[src/rtl/fwd_hazard_ctrl.sv]
// fwd_hazard_ctrl: EX-stage operand forwarding selects and load-use hazard
// control for the pipelined MIPS datapath. A detected load-use hazard holds
// PC and IF/ID and bubbles ID/EX for 1+LOAD_LAT cycles. A saturating counter
// records the number of stall cycles.
module fwd_hazard_ctrl #(
  parameter int ADDR_W   = 5,
  parameter int NSRC     = 2,
  parameter int LOAD_LAT = 0,
  parameter int CNT_W    = 16
) (
  input  logic                     clk,
  input  logic                     rst_n,
  input  logic                     id_valid,
  input  logic [NSRC*ADDR_W-1:0]   id_src,
  input  logic [NSRC-1:0]          id_src_used,
  input  logic [NSRC*ADDR_W-1:0]   ex_src,
  input  logic [ADDR_W-1:0]        ex_dest,
  input  logic                     ex_regwrite,
  input  logic                     ex_memread,
  input  logic [ADDR_W-1:0]        mem_dest,
  input  logic                     mem_regwrite,
  input  logic [ADDR_W-1:0]        wb_dest,
  input  logic                     wb_regwrite,
  input  logic                     flush,
  output logic [NSRC*2-1:0]        fwd_sel,
  output logic                     stall,
  output logic                     bubble,
  output logic [CNT_W-1:0]         stall_cnt
);

  typedef enum logic {IDLE, HOLD} state_t;

  // Remaining HOLD cycles; LOAD_LAT is at most 7.
  localparam logic [2:0] LAT_INIT = 3'(LOAD_LAT);

  state_t            state, state_nxt;
  logic [2:0]        cnt, cnt_nxt;
  logic [NSRC*2-1:0] fwd_raw;
  logic              hz;
  logic              stall_int;

  // Per-operand forwarding select; EX/MEM wins whenever its full condition holds.
  always_comb begin
    // NOTE: every combinational output gets a default first so no path leaves
    // it unassigned, which would otherwise infer a latch.
    fwd_raw = '0;
    for (int i = 0; i < NSRC; i++) begin
      if (mem_regwrite && (mem_dest != '0) &&
          (mem_dest == ex_src[i*ADDR_W +: ADDR_W])) begin
        fwd_raw[i*2 +: 2] = 2'b10;
      end else if (wb_regwrite && (wb_dest != '0) &&
                   (wb_dest == ex_src[i*ADDR_W +: ADDR_W])) begin
        fwd_raw[i*2 +: 2] = 2'b01;
      end
    end
  end

  // Load-use hazard: a load in EX writes a register that ID actually reads.
  always_comb begin
    logic src_hit;
    src_hit = 1'b0;
    for (int i = 0; i < NSRC; i++) begin
      if (id_src_used[i] && (id_src[i*ADDR_W +: ADDR_W] == ex_dest)) begin
        src_hit = 1'b1;
      end
    end
    hz = id_valid && ex_memread && ex_regwrite && (ex_dest != '0) && src_hit;
  end

  // Stall FSM next-state and output; flush overrides everything.
  always_comb begin
    state_nxt = state;
    cnt_nxt   = cnt;
    stall_int = 1'b0;
    case (state)
      IDLE: begin
        if (hz && !flush) begin
          stall_int = 1'b1;
          if (LOAD_LAT > 0) begin
            state_nxt = HOLD;
            cnt_nxt   = LAT_INIT;
          end
        end
      end
      HOLD: begin
        if (!flush) begin
          stall_int = 1'b1;
          cnt_nxt   = cnt - 3'd1;
          if (cnt == 3'd1) begin
            state_nxt = IDLE;
          end
        end
      end
      default: begin
        state_nxt = IDLE;
        cnt_nxt   = '0;
      end
    endcase
    if (flush) begin
      state_nxt = IDLE;
      cnt_nxt   = '0;
    end
  end

  // Outputs are forced quiet while reset is held.
  assign fwd_sel = rst_n ? fwd_raw : '0;
  assign stall   = rst_n & stall_int;
  assign bubble  = stall;

  // FSM state and hold counter registers.
  always_ff @(posedge clk or negedge rst_n) begin
    if (!rst_n) begin
      state <= IDLE;
      cnt   <= '0;
    end else begin
      // NOTE: sequential state uses non-blocking assignments so every register
      // samples pre-edge values regardless of statement order.
      state <= state_nxt;
      cnt   <= cnt_nxt;
    end
  end

  // Saturating count of stall cycles for performance monitoring.
  always_ff @(posedge clk or negedge rst_n) begin
    if (!rst_n) begin
      stall_cnt <= '0;
    end else if (stall && !(&stall_cnt)) begin
      stall_cnt <= stall_cnt + 1'b1;
    end
  end

endmodule
[config.mk]
export PLATFORM = sky130hd
export DESIGN_NAME = fwd_hazard_ctrl
export DESIGN_NICKNAME = d
export VERILOG_FILES = /design/src/rtl/fwd_hazard_ctrl.sv
export SDC_FILE = /design/constraint.sdc
export NUM_CORES = 1
export LEC_CHECK = 0
export CAP_MARGIN = 30
export CORE_MARGIN = 5
export CORE_UTILIZATION = 40
export CTS_CLUSTER_SIZE = 28
export DETAILED_ROUTE_END_ITERATION = 16
export GPL_TIMING_DRIVEN = 0
export PLACE_DENSITY = 0.83
export SKIP_LAST_GASP = 1
export SYNTH_ARGS = -nofsm -noshare
export SYNTH_HDL_FRONTEND = slang
export SYNTH_SLANG_ARGS = --single-unit
export TNS_END_PERCENT = 1
[constraint.sdc]
create_clock -name clk -period 5.02 [get_ports clk]
set_input_delay 1.004 -clock clk [delete_from_list [all_inputs] [get_ports clk]]
set_output_delay 1.004 -clock clk [all_outputs]
set_load 0.01 [all_outputs]
==> out/results.txt <==
Row count - 21
Critical path type - in2out
CTS Buf Count - 3
Startpoint types - input port
Min Hold Slack - 0.497 ns
CP max FO - 13
Setup TNS - 0 ns
Layout Skew - 0.00426 ns
RSZ-0062 raised after global routing - false
Fmax - 222 MHz
Reg2Reg Depth - 7
Syn Std Cell Area - 1430 um^2
Leakage - 0.936 nW
CP endpoint - fwd_sel[2]
Final-report setup violation count - 0
Cts hold-fix bufs - 0
Mean Syn Cell Area - 9.65 um^2
Via count - 1284
R2R Setup Slk - 3.08 ns
Distinct cells, synth - 32
Synthesized flop and latch total - 20
Post-route ant nets - 0
Layout cells sized above 1 - 0.0776
Fin. max-slew vios - 0
Reg2Reg Launch Point - stall_cnt[0]
Initial drt markers - 34
Core ar. - 3390 um^2
Min-delay src - stall_cnt[10]
CP startpoint - rst_n
First-pass GRT wire length - 6350 um
Max Root-Sink Buffers - 2
Max-Cap Viols - 0
Initial antenna violation count - 0
Nets@finish - 268
Reg2Reg Capture Point - stall_cnt[1]
Mapped Cells - 148
CTS clock-pin slew for the worst setup and hold paths - 0.11 ns
Routability congestion estimate - 0.907
Setup WS post-layout - 0.526 ns
WL per Instance - 13.0 um
Aggregate global-route resource usage - 0.157
Initial core utilization - 0.421
Arrival time worst endpoint - 3.49 ns
Fin cells - 265
H-tree depth - 1
Worst slew pin tran - 0.535 ns
Vias in the first global route - 1386
Most common cell after layout, fill and taps aside - clkdlybuf4s50_1
Place WS - 0.470 ns
Post-CTS Resized - 0
Post CTS Setup Buffer Count - 0
Port Buffers - 66
Placed Instances - 261
Fin. Hold Viols - 0
Area grow syn2layout - 53.9%
Die area - 4860 um^2
Pwr dens - 154 nW/um^2
Final min period - 4.49 ns
Status - completed
Post-Synthesis Net Count - 196
TritonCTS Sinks - 20
Largest net degree at the start of global routing - 14
Utilization after layout - 0.648
Die width - 69.7 um
Tcrit/Tclk final - 0.895
I/O pin total - 67
Commonest cells after routing, fill and taps aside - 66 x clkdlybuf4s50_1, 25 x xor2_1, 22 x xnor2_1
Register area share after synthesis - 0.351
Die height - 69.7 um
YS warnings - 0
Post-DP HPWL - 2950 um
Drt via density - 4.85
Antenna Cells - 0
Peak supply drop - 0.150 mV
Root buffer cell - clkbuf_4
Worst skew pair latency - 0.31 ns
DRT Wirelength - 3460 um
First-pass DRT Iterations - 3
Worst min path class - reg2reg
Total grt overflow - 0
Drt drc - 0
Worst setup EP type - output pin
CTS tree - built
Crit path required time - 4.02 ns
Slew margin rel. - 0.643
[cell families (layout without fill, tap and decap cells)]
group                      Yosys count  in the layout  synth area share
AOI/OAI and AO/OA                    9              9            0.0491
xor gates and xnor gates            47             47             0.288
adders and majority gates            3              3            0.0263
buffers and inverters                8             79            0.0289
DFF                                 20             20             0.351
muxes                                1              1           0.00789
and+or+nand+nor                     60             60             0.249
[synth_stat cells]
cell type / count / area share
o21ai_0: 1 / 0.0035
dfrtp_1: 20 / 0.35
a21oi_1: 2 / 0.0070
nand4_1: 3 / 0.013
nor3_4: 1 / 0.011
buf_6: 1 / 0.0079
and2_1: 2 / 0.0088
nor4_4: 1 / 0.015
nand2_4: 1 / 0.0079
inv_1: 5 / 0.013
nor3_2: 2 / 0.014
nor3_1: 3 / 0.011
and3_1: 4 / 0.018
ha_1: 3 / 0.026
o22ai_1: 1 / 0.0044
o211ai_1: 1 / 0.0053
xor2_1: 25 / 0.15
clkbuf_1: 1 / 0.0026
o221a_2: 1 / 0.0079
nand2_1: 11 / 0.029
or4_1: 4 / 0.021
o221ai_2: 1 / 0.011
or2_2: 1 / 0.0044
nor4_1: 4 / 0.018
buf_4: 1 / 0.0053
nor4_2: 1 / 0.0088
xnor2_1: 22 / 0.13
nand3_1: 10 / 0.035
mux2_2: 1 / 0.0079
nor2b_1: 2 / 0.0088
nor2_1: 10 / 0.026
a211oi_1: 2 / 0.011
[critical path, stage by stage]
cell	delay, ns
clkdlybuf4s50_1	0.81
buf_8	0.22
o211ai_1	0.11
or4_1	0.54
nor4_1	0.19
clkdlybuf4s50_1	0.61
[sequential cells by signal, summed over array words and instances (netlist names)]
signal	flops
cnt	3
stall_cnt	16
state	1
[cell type report]
class,count,area [um^2]
Fill cell,261,1190
Multi-Input combinational cell,120,886
Timing Repair Buffer,67,676
Sequential cell,20,500
Tap cell,46,57.6
Clock buffer,4,36.3
Buffer,3,22.5
Inverter,5,18.8
[worst min path at each step]
stage,endpoint,cells after the start,slack [ns]
final,stall_cnt[10],1,0.50
after global routing,stall_cnt[10],1,0.53
after CTS,stall_cnt[10],1,0.50
after detailed placement,stall_cnt[10],1,0.48
after global placement,stall_cnt[13],1,0.48
after floorplan,stall_cnt[13],1,0.51
[power breakdown]
group	switching (W)	total, W	internal, W
registers	0.00000165	0.000164	0.000162
logic	0.0000296	0.0000802	0.0000505
clock network	0.0000498	0.0000941	0.0000443
total	0.0000810	0.000338	0.000257
[through the flow]
| stage | power (W) | area, um^2 |
|---|---|---|
| after floorplan | 0.000193 | 1430 |
| after global placement | 0.000246 | 2150 |
| after detailed placement | 0.000248 | 2160 |
| after CTS | 0.000343 | 2200 |
| after global routing | 0.000359 | 2200 |
| final | 0.000338 | 2200 |
[routing by layer]
| layer | share of wire | wire length (um) | track usage |
|---|---|---|---|
| met1 | 0.46 | 1570 | 0.204 |
| met2 | 0.43 | 1490 | 0.246 |
| met3 | 0.10 | 353 | 0.0551 |
| met4 | 0.013 | 44 | 0.0447 |
| met5 | 0 | 0 | 0 |
Note: power is estimated with default switching activity, not from simulation.
